[config.mk]
export PLATFORM = sky130hd
export DESIGN_NAME = seg_scan_scheduler
export DESIGN_NICKNAME = d
export VERILOG_FILES = /design/src/rtl/seg_scan_scheduler.sv
export SDC_FILE = /design/constraint.sdc
export NUM_CORES = 1
export LEC_CHECK = 0
export CAP_MARGIN = 20
export CORE_AREA = 2 2 76 78
export CTS_CLUSTER_DIAMETER = 150
export DETAILED_ROUTE_END_ITERATION = 8
export DIE_AREA = 0 0 78 80
export PLACE_DENSITY = 0.64
export SYNTH_ARGS = -nofsm -noshare
export SYNTH_HDL_FRONTEND = slang
export SYNTH_SLANG_ARGS = --single-unit
[constraint.sdc]
create_clock -name clk -period 2.2 [get_ports clk]
set_clock_uncertainty 0.2 [all_clocks]
set_input_delay 0.22 -clock clk [delete_from_list [all_inputs] [get_ports clk]]
set_output_delay 0.22 -clock clk [all_outputs]
set_load 0.01 [all_outputs]
[src/rtl/seg_scan_scheduler.sv]
// Two-digit (0-59) binary-to-BCD converter with a time-multiplexed digit scan for one shared decoder.
// Optional build macro SEG_SCAN_LEADING_BLANK_EN blanks the tens digit for values 0-9.
//
// state | meaning
// IDLE  | nothing loaded since reset, both digits blank, ready high
// CONV  | subtract-10 loop running, previous digits still shown, ready low
// SHOW  | digits committed and scanning, ready high for the next value
module seg_scan_scheduler #(
  parameter int SCAN_DIV = 50000,
  parameter int CNT_W    = 16
) (
  input  logic       clk,
  input  logic       rst_n,
  input  logic       load,
  input  logic [5:0] value,
  output logic       ready,
  output logic [3:0] bcd_out,
  output logic [1:0] dig_en_n,
  output logic       range_err
);

  typedef enum logic [1:0] {IDLE, CONV, SHOW} state_t;

  localparam logic [CNT_W-1:0] SCAN_LAST = CNT_W'(SCAN_DIV - 1);
  localparam logic [CNT_W-1:0] CNT_ONE   = CNT_W'(1);
  localparam logic [3:0]       BLANK     = 4'hF;

  state_t           state, state_nx;
  logic [5:0]       rem, rem_nx;
  logic [2:0]       tens_acc, tens_acc_nx;
  logic [3:0]       tens_r, tens_nx;
  logic [3:0]       ones_r, ones_nx;
  logic             err_nx;
  logic [CNT_W-1:0] scan_cnt;
  logic             sel;
  logic             accept;

  assign ready  = (state != CONV);
  assign accept = load && ready;

  always_ff @(posedge clk or negedge rst_n) begin
    if (!rst_n) begin
      state     <= IDLE;
      rem       <= '0;
      tens_acc  <= '0;
      tens_r    <= BLANK;
      ones_r    <= BLANK;
      range_err <= 1'b0;
    end else begin
      state     <= state_nx;
      rem       <= rem_nx;
      tens_acc  <= tens_acc_nx;
      tens_r    <= tens_nx;
      ones_r    <= ones_nx;
      range_err <= err_nx;
    end
  end

  always_comb begin
    state_nx    = state;
    rem_nx      = rem;
    tens_acc_nx = tens_acc;
    tens_nx     = tens_r;
    ones_nx     = ones_r;
    err_nx      = range_err;
    case (state)
      IDLE, SHOW: begin
        if (accept) begin
          if (value <= 6'd59) begin
            rem_nx      = value;
            tens_acc_nx = 3'd0;
            state_nx    = CONV;
          end else begin
            tens_nx  = BLANK;
            ones_nx  = BLANK;
            err_nx   = 1'b1;
            state_nx = SHOW;
          end
        end
      end
      CONV: begin
        if (rem >= 6'd10) begin
          rem_nx      = rem - 6'd10;
          tens_acc_nx = tens_acc + 3'd1;
        end else begin
          // Both digits change on the same edge so the display never shows a mixed value.
          tens_nx = {1'b0, tens_acc};
`ifdef SEG_SCAN_LEADING_BLANK_EN
          if (tens_acc == 3'd0) tens_nx = BLANK;
`endif
          ones_nx  = rem[3:0];
          err_nx   = 1'b0;
          state_nx = SHOW;
        end
      end
      default: state_nx = IDLE;
    endcase
  end

  // Scan runs in every state; outputs are registered together so enable and digit stay aligned.
  always_ff @(posedge clk or negedge rst_n) begin
    if (!rst_n) begin
      scan_cnt <= '0;
      sel      <= 1'b0;
      bcd_out  <= BLANK;
      dig_en_n <= 2'b10;
    end else begin
      if (scan_cnt == SCAN_LAST) begin
        scan_cnt <= '0;
        sel      <= ~sel;
      end else begin
        scan_cnt <= scan_cnt + CNT_ONE;
      end
      bcd_out  <= sel ? tens_r : ones_r;
      dig_en_n <= sel ? 2'b01 : 2'b10;
    end
  end

endmodule

=== Word-level counts from Yosys, hierarchy flattened ===
Index checks and enable logic that the tools add are counted.
Widths: inputs -> output; s select.

* Register bits: 43
* Input port bits: 9
* Output and inout bits: 8
* Word-level logic and storage cells: 57

* Add/subtract/negate cells: 3
* Magnitude comparators: 2
* Equal/unequal tests: 9
* Muxes and demuxes: 25
* Bitwise operators: 1
* Reductions and logical operators: 7

{| class="wikitable"
|+ Operators with widths
! kind !! number
|-
| $mux 4 || 5
|-
| $mux 6 || 3
|-
| $add 16x1->16 const B || 1
|-
| $eq 16x16->1 const B || 1
|-
| $mux 16 || 1
|-
| $pmux 4 s2 || 2
|-
| $pmux 6 s2 || 1
|-
| $ne 2x2->1 const B || 5
|-
| $mux 3 || 3
|-
| $mux 2 || 4
|-
| $reduce_and 4->1 || 2
|-
| $ge 6x4->1 const B || 1
|-
| $le 6x6->1 const B || 1
|-
| $pmux 3 s2 || 1
|-
| $sub 6x4->6 const B || 1
|-
| $pmux 2 s2 || 1
|-
| $add 3x1->3 const B || 1
|-
| $mux 1 || 3
|-
| $eq 2x1->1 const B || 1
|-
| $eq 2x2->1 const B || 1
|-
| $logic_not 2->1 || 1
|-
| $ne 2x1->1 const B || 1
|-
| $pmux 1 s2 || 1
|-
| $reduce_and 2->1 || 1
|-
| 4 further kinds || 4
|}

=== Depth between registers and ports, before layout ===
* Word-level depth: 4
* Mapped depth: 6
* Mapped depth without buffers: 6

=== Least setup slack after synthesis ===
Ideal clock, no wire load.

* Path type: register to register
* Start point: reg scan_cnt[5]
* End point: reg scan_cnt[9]
* Setup time: 0.121 ns
* Data arrival time: 1.628 ns
* Data required time: 1.879 ns
* Slack: 0.251 ns
* Cell stages (with the launch flop): 5
* Path buffers: 0
* Clock period less this slack: 1.949 ns
* Path through: dfrtp_1 or4b_4 nor4_4 o21ai_2 a22o_1

* Cells in the longest elaborated chain, start to end: 2
* Elaborated cells between the ends (all ways): 3
* Those cells by class: add/sub: 1; eq/ne: 1; mux: 1

{| class="wikitable"
|+ Ends and longest elaborated chain
! what !! line !! source
|-
| start: declaration || 34 || <nowiki>logic [CNT_W-1:0] scan_cnt;</nowiki>
|-
| start signal: assignment || 112 || <nowiki>scan_cnt <= scan_cnt + CNT_ONE;</nowiki>
|-
| $add 16x1->16 / $eq 16x16->1 (equally long branches) || 112, 108 ||
|-
| $mux 16 (*) || 108 || <nowiki>if (scan_cnt == SCAN_LAST) begin</nowiki>
|}

Mark *: on every way between the ends. The rest lies on a longest branch, timed or not.
A chain may end at the register's enable or synchronous reset.

=== Final worst setup path ===
* Start point: reg state[0]
* End point: out ready

* Cells in the longest elaborated chain, start to end: 1

{| class="wikitable"
|+ Ends and longest elaborated chain
! what !! line !! source
|-
| start: declaration || 28 || <nowiki>state_t state, state_nx;</nowiki>
|-
| start signal: assignment || 50 || <nowiki>state <= state_nx;</nowiki>
|-
| $ne 2x1->1 || 38 || <nowiki>assign ready = (state != CONV);</nowiki>
|-
| end: declaration || 16 || <nowiki>output logic ready,</nowiki>
|}

Every way passes these cells.

==> summary.md <==
| Metric | Value |
|---|---|
| Period utilisation layout | 94.30% |
| TNS Setup | 0 ns |
| Power Total | 2.538 mW |
| VDD IR-drop max | between 0.3 and 0.4 mV |
| CTS sink cnt | 43 |
| Width of the die | 78 um |
| Max-slew violation count | 0 |
| P per Cell Area | around 1100 nW/um2 |
| Finished Cell Area | 2372 um2 |
| Placed Cells incl. Taps | 266 |
| IO buf count | 16 |
| Initial antenna violation count | 0 |
| Switching share of power | 32.55% |
| Area grow syn2layout | 19.17% |
| Final Hold Fails | 0 |
| LEAKAGE | 1.071 nW |
| Min-Delay Path Class | in -> reg |
| Critical path data arrival time | ~1.7 ns |
| RSZ-0062 raised after global routing | no |
| Synthesized Nets | 187 |
| DRC | 0 |
| Longest Clk Path Bufs | 2 |
| NetSw | 826.1 uW |
| DR vias/cell | 5.044 |
| Total GRT Usage | about 13% |
| Sequential Power Share | between 40% and 50% |
| Commonest non-fill, non-tap cells in the layout | dfrtp_1, clkdlybuf4s50_1, inv_1, dfstp_2, nand2_1 |
| Router iterations before antenna repair | 4 |
| Avg Cell Area, Syn | 11.38 um2 |
| GRT overflow | 0 |
| Minimum clock period after layout | 2.075 ns |
| HPWL after DPL | 2.541 mm |
| Share of layout cells above drive strength 1 | 21.18% |
| Die area | 6240 um2 |
| Critical Path Fanout Max | 6 |
| Inserted Clock Buffers | 5 |
| Place WS | 0.2028 ns |
| Distinct cell type count after synthesis | 46 |
| Post-route ant nets | 0 |
| Net count, final | about 210 |
| #FFs+latches synth | 43 |
| Main synth FF type | dfrtp_1 |
| Status | complete, no violations |
| Chip Height | approximately 80 um |
| Drt wl/cell | 12.97 um |
| WP data required | 1.78 ns |
| F_max | about 0.48 GHz |
| Worst slew margin | 64.97% |
| Dpl cell area | between 2000 and 2500 um2 |
| Iteration-0 DRC count of the detailed router | 54 |
| CTS tree | yes |
| Post-Syn Area | 1991 um2 |
| Syn Inst Count | 175 |
| Final worst slack | 0.1254 ns |
| Internal power | 1.712 mW |
| Diodes inserted | 0 |
| First-pass GRT wire length | 6.389 mm |
| Core area | approximately 5400 um2 |
| DR vias | between 1000 and 1500 |
| Startpoint Class | flop |
| Postcts setup bufs | 0 |
| Fin cells | 275 |
| Post-synth EDFFs | 0 |
| Setup Crit Path Kind | reg -> out |
| CTS H-tree lvls | 2 |
| Crit path capture type | primary output |
| Clk root buf | clkbuf_8 |
| Commonest non-fill, non-tap cell in the layout | dfrtp_1 |
| Rows | 27 |
| Post-synthesis sequential area ratio | 54.87% |
| Clock latency on the worst-skew pair | 0.29 ns |
| Top-level I/O count | 17 |
| Reg clk slew, reported paths | 0.08 ns |
| Setup Viol. Count Final | 0 |
| Asr flop ratio synth | 100.0% |
| Number of synthesis warnings | 0 |
| Initial core utilization | 36.83% |
| RD Place Congestion | 0.8616 |
| WHS | 0.2460 ns |
| Routed Wire Length | around 3.6 mm |
| Least-Margin Pin Slew | approximately 0.53 ns |
| Vias in the first global route | 1386 |
| Core Util, Final | 43.89% |
| Clock share of power | about a fifth |
| Max Cap Violations | 0 |
| Largest net degree at the start of global routing | between 40 and 50 |
| Logic pwr share | 34.3% |
[power groups by stage]
stage | registers, mW | clock network (mW) | logic, mW
6_report | 1.18 | 0.490 | 0.871
5_1_grt | 1.21 | 0.537 | 0.984
4_1_cts | 1.18 | 0.507 | 0.879
3_5_place_dp | 1.19 | 0 | 0.875
3_3_place_gp | 1.19 | 0 | 0.859
2_1_floorplan | 1.17 | 0 | 0.554
[Yosys cell counts, drive strengths merged (4+ instances only)]
| cell type | n | area [um2] |
|---|---|---|
| dfstp | 13 | 341.6 |
| nand3 | 9 | 45.04 |
| o21ai | 7 | 38.78 |
| and3 | 5 | 31.28 |
| a21o | 4 | 30.03 |
| xor2 | 8 | 70.07 |
| dfrtp | 30 | 750.7 |
| xnor2 | 4 | 35.03 |
| nor2 | 9 | 33.78 |
| mux2i | 4 | 40.04 |
| inv | 13 | 48.80 |
| mux2 | 6 | 67.56 |
| nand2 | 12 | 45.04 |
[final cells by class]
type,count,area [um2]
Timing Repair Buffer,25,225.2
Fill cell,526,3033
Sequential cell,43,1092
Multi-Input combinational cell,114,830.8
Inverter,13,48.80
Clock buffer,6,72.57
Tap cell,72,90.09
Clock inverter,2,12.51
[flip-flops by register name, summed over array words and instances (netlist names)]
name / count
state: 2
ones_r: 4
tens_r: 4
sel: 1
rem: 6
dig_en_n: 2
scan_cnt: 16
bcd_out: 4
range_err: 1
tens_acc: 3
[logic make-up (layout without fill, tap and decap cells)]
group | Yosys count | count (layout) | share of synthesized area [%]
and+or+nand+nor | 58 | 58 | 17.85
DFF | 43 | 43 | 54.87
AOI/OAI and AO/OA | 31 | 31 | 11.19
buffers and inverters | 18 | 46 | 3.520
xor gates and xnor gates | 12 | 12 | 5.280
muxes | 10 | 10 | 5.405
adders and majority gates | 3 | 3 | 1.886
[critical path, stage by stage, from the launching register on]
cell	delay, ns
dfrtp_1	0.44
nor2b_2	0.21
inv_1	0.15
clkdlybuf4s50_1	0.56
[per-layer routing]
layer	part of all wire (%)	routed length (um)	track usage [%]	vias up
li1	-	-	-	668
met2	44	1571	20.09	31
met4	2.0	73	4.912	0
met1	50	1779	17.12	680
met3	4.0	144	3.846	8
met5	0	0	0	-
[timing repair]
| action | in CTS | in global routing |
|---|---|---|
| hold endpoints to repair | 30 | 0 |
| endpoints found under the setup margin | 0 | 1 |
| resized for setup | 0 | 1 |
| hold buffers | 1 | 0 |
[final timing paths]
check | startpoint | end | slack [ns] | cells past startpoint
setup / recovery | state[0]$_DFFE_PN0P_ | ready | 0.13 | 3
hold / removal | value[0] | rem[0]$_DFFE_PN0P_ | 0.25 | 3
setup reg to reg | scan_cnt[5]$_DFF_PN0_ | scan_cnt[9]$_DFF_PN0_ | 0.21 | 4
hold reg to reg | tens_r[2]$_DFFE_PN1P_ | tens_r[2]$_DFFE_PN1P_ | 0.27 | 2
max in group asynchronous | rst_n | dig_en_n[1]$_DFF_PN1_ | 1.10 | 3
min in group asynchronous | rst_n | rem[2]$_DFFE_PN0P_ | 0.32 | 3
No activity file was read; power rests on OpenSTA's default activity.
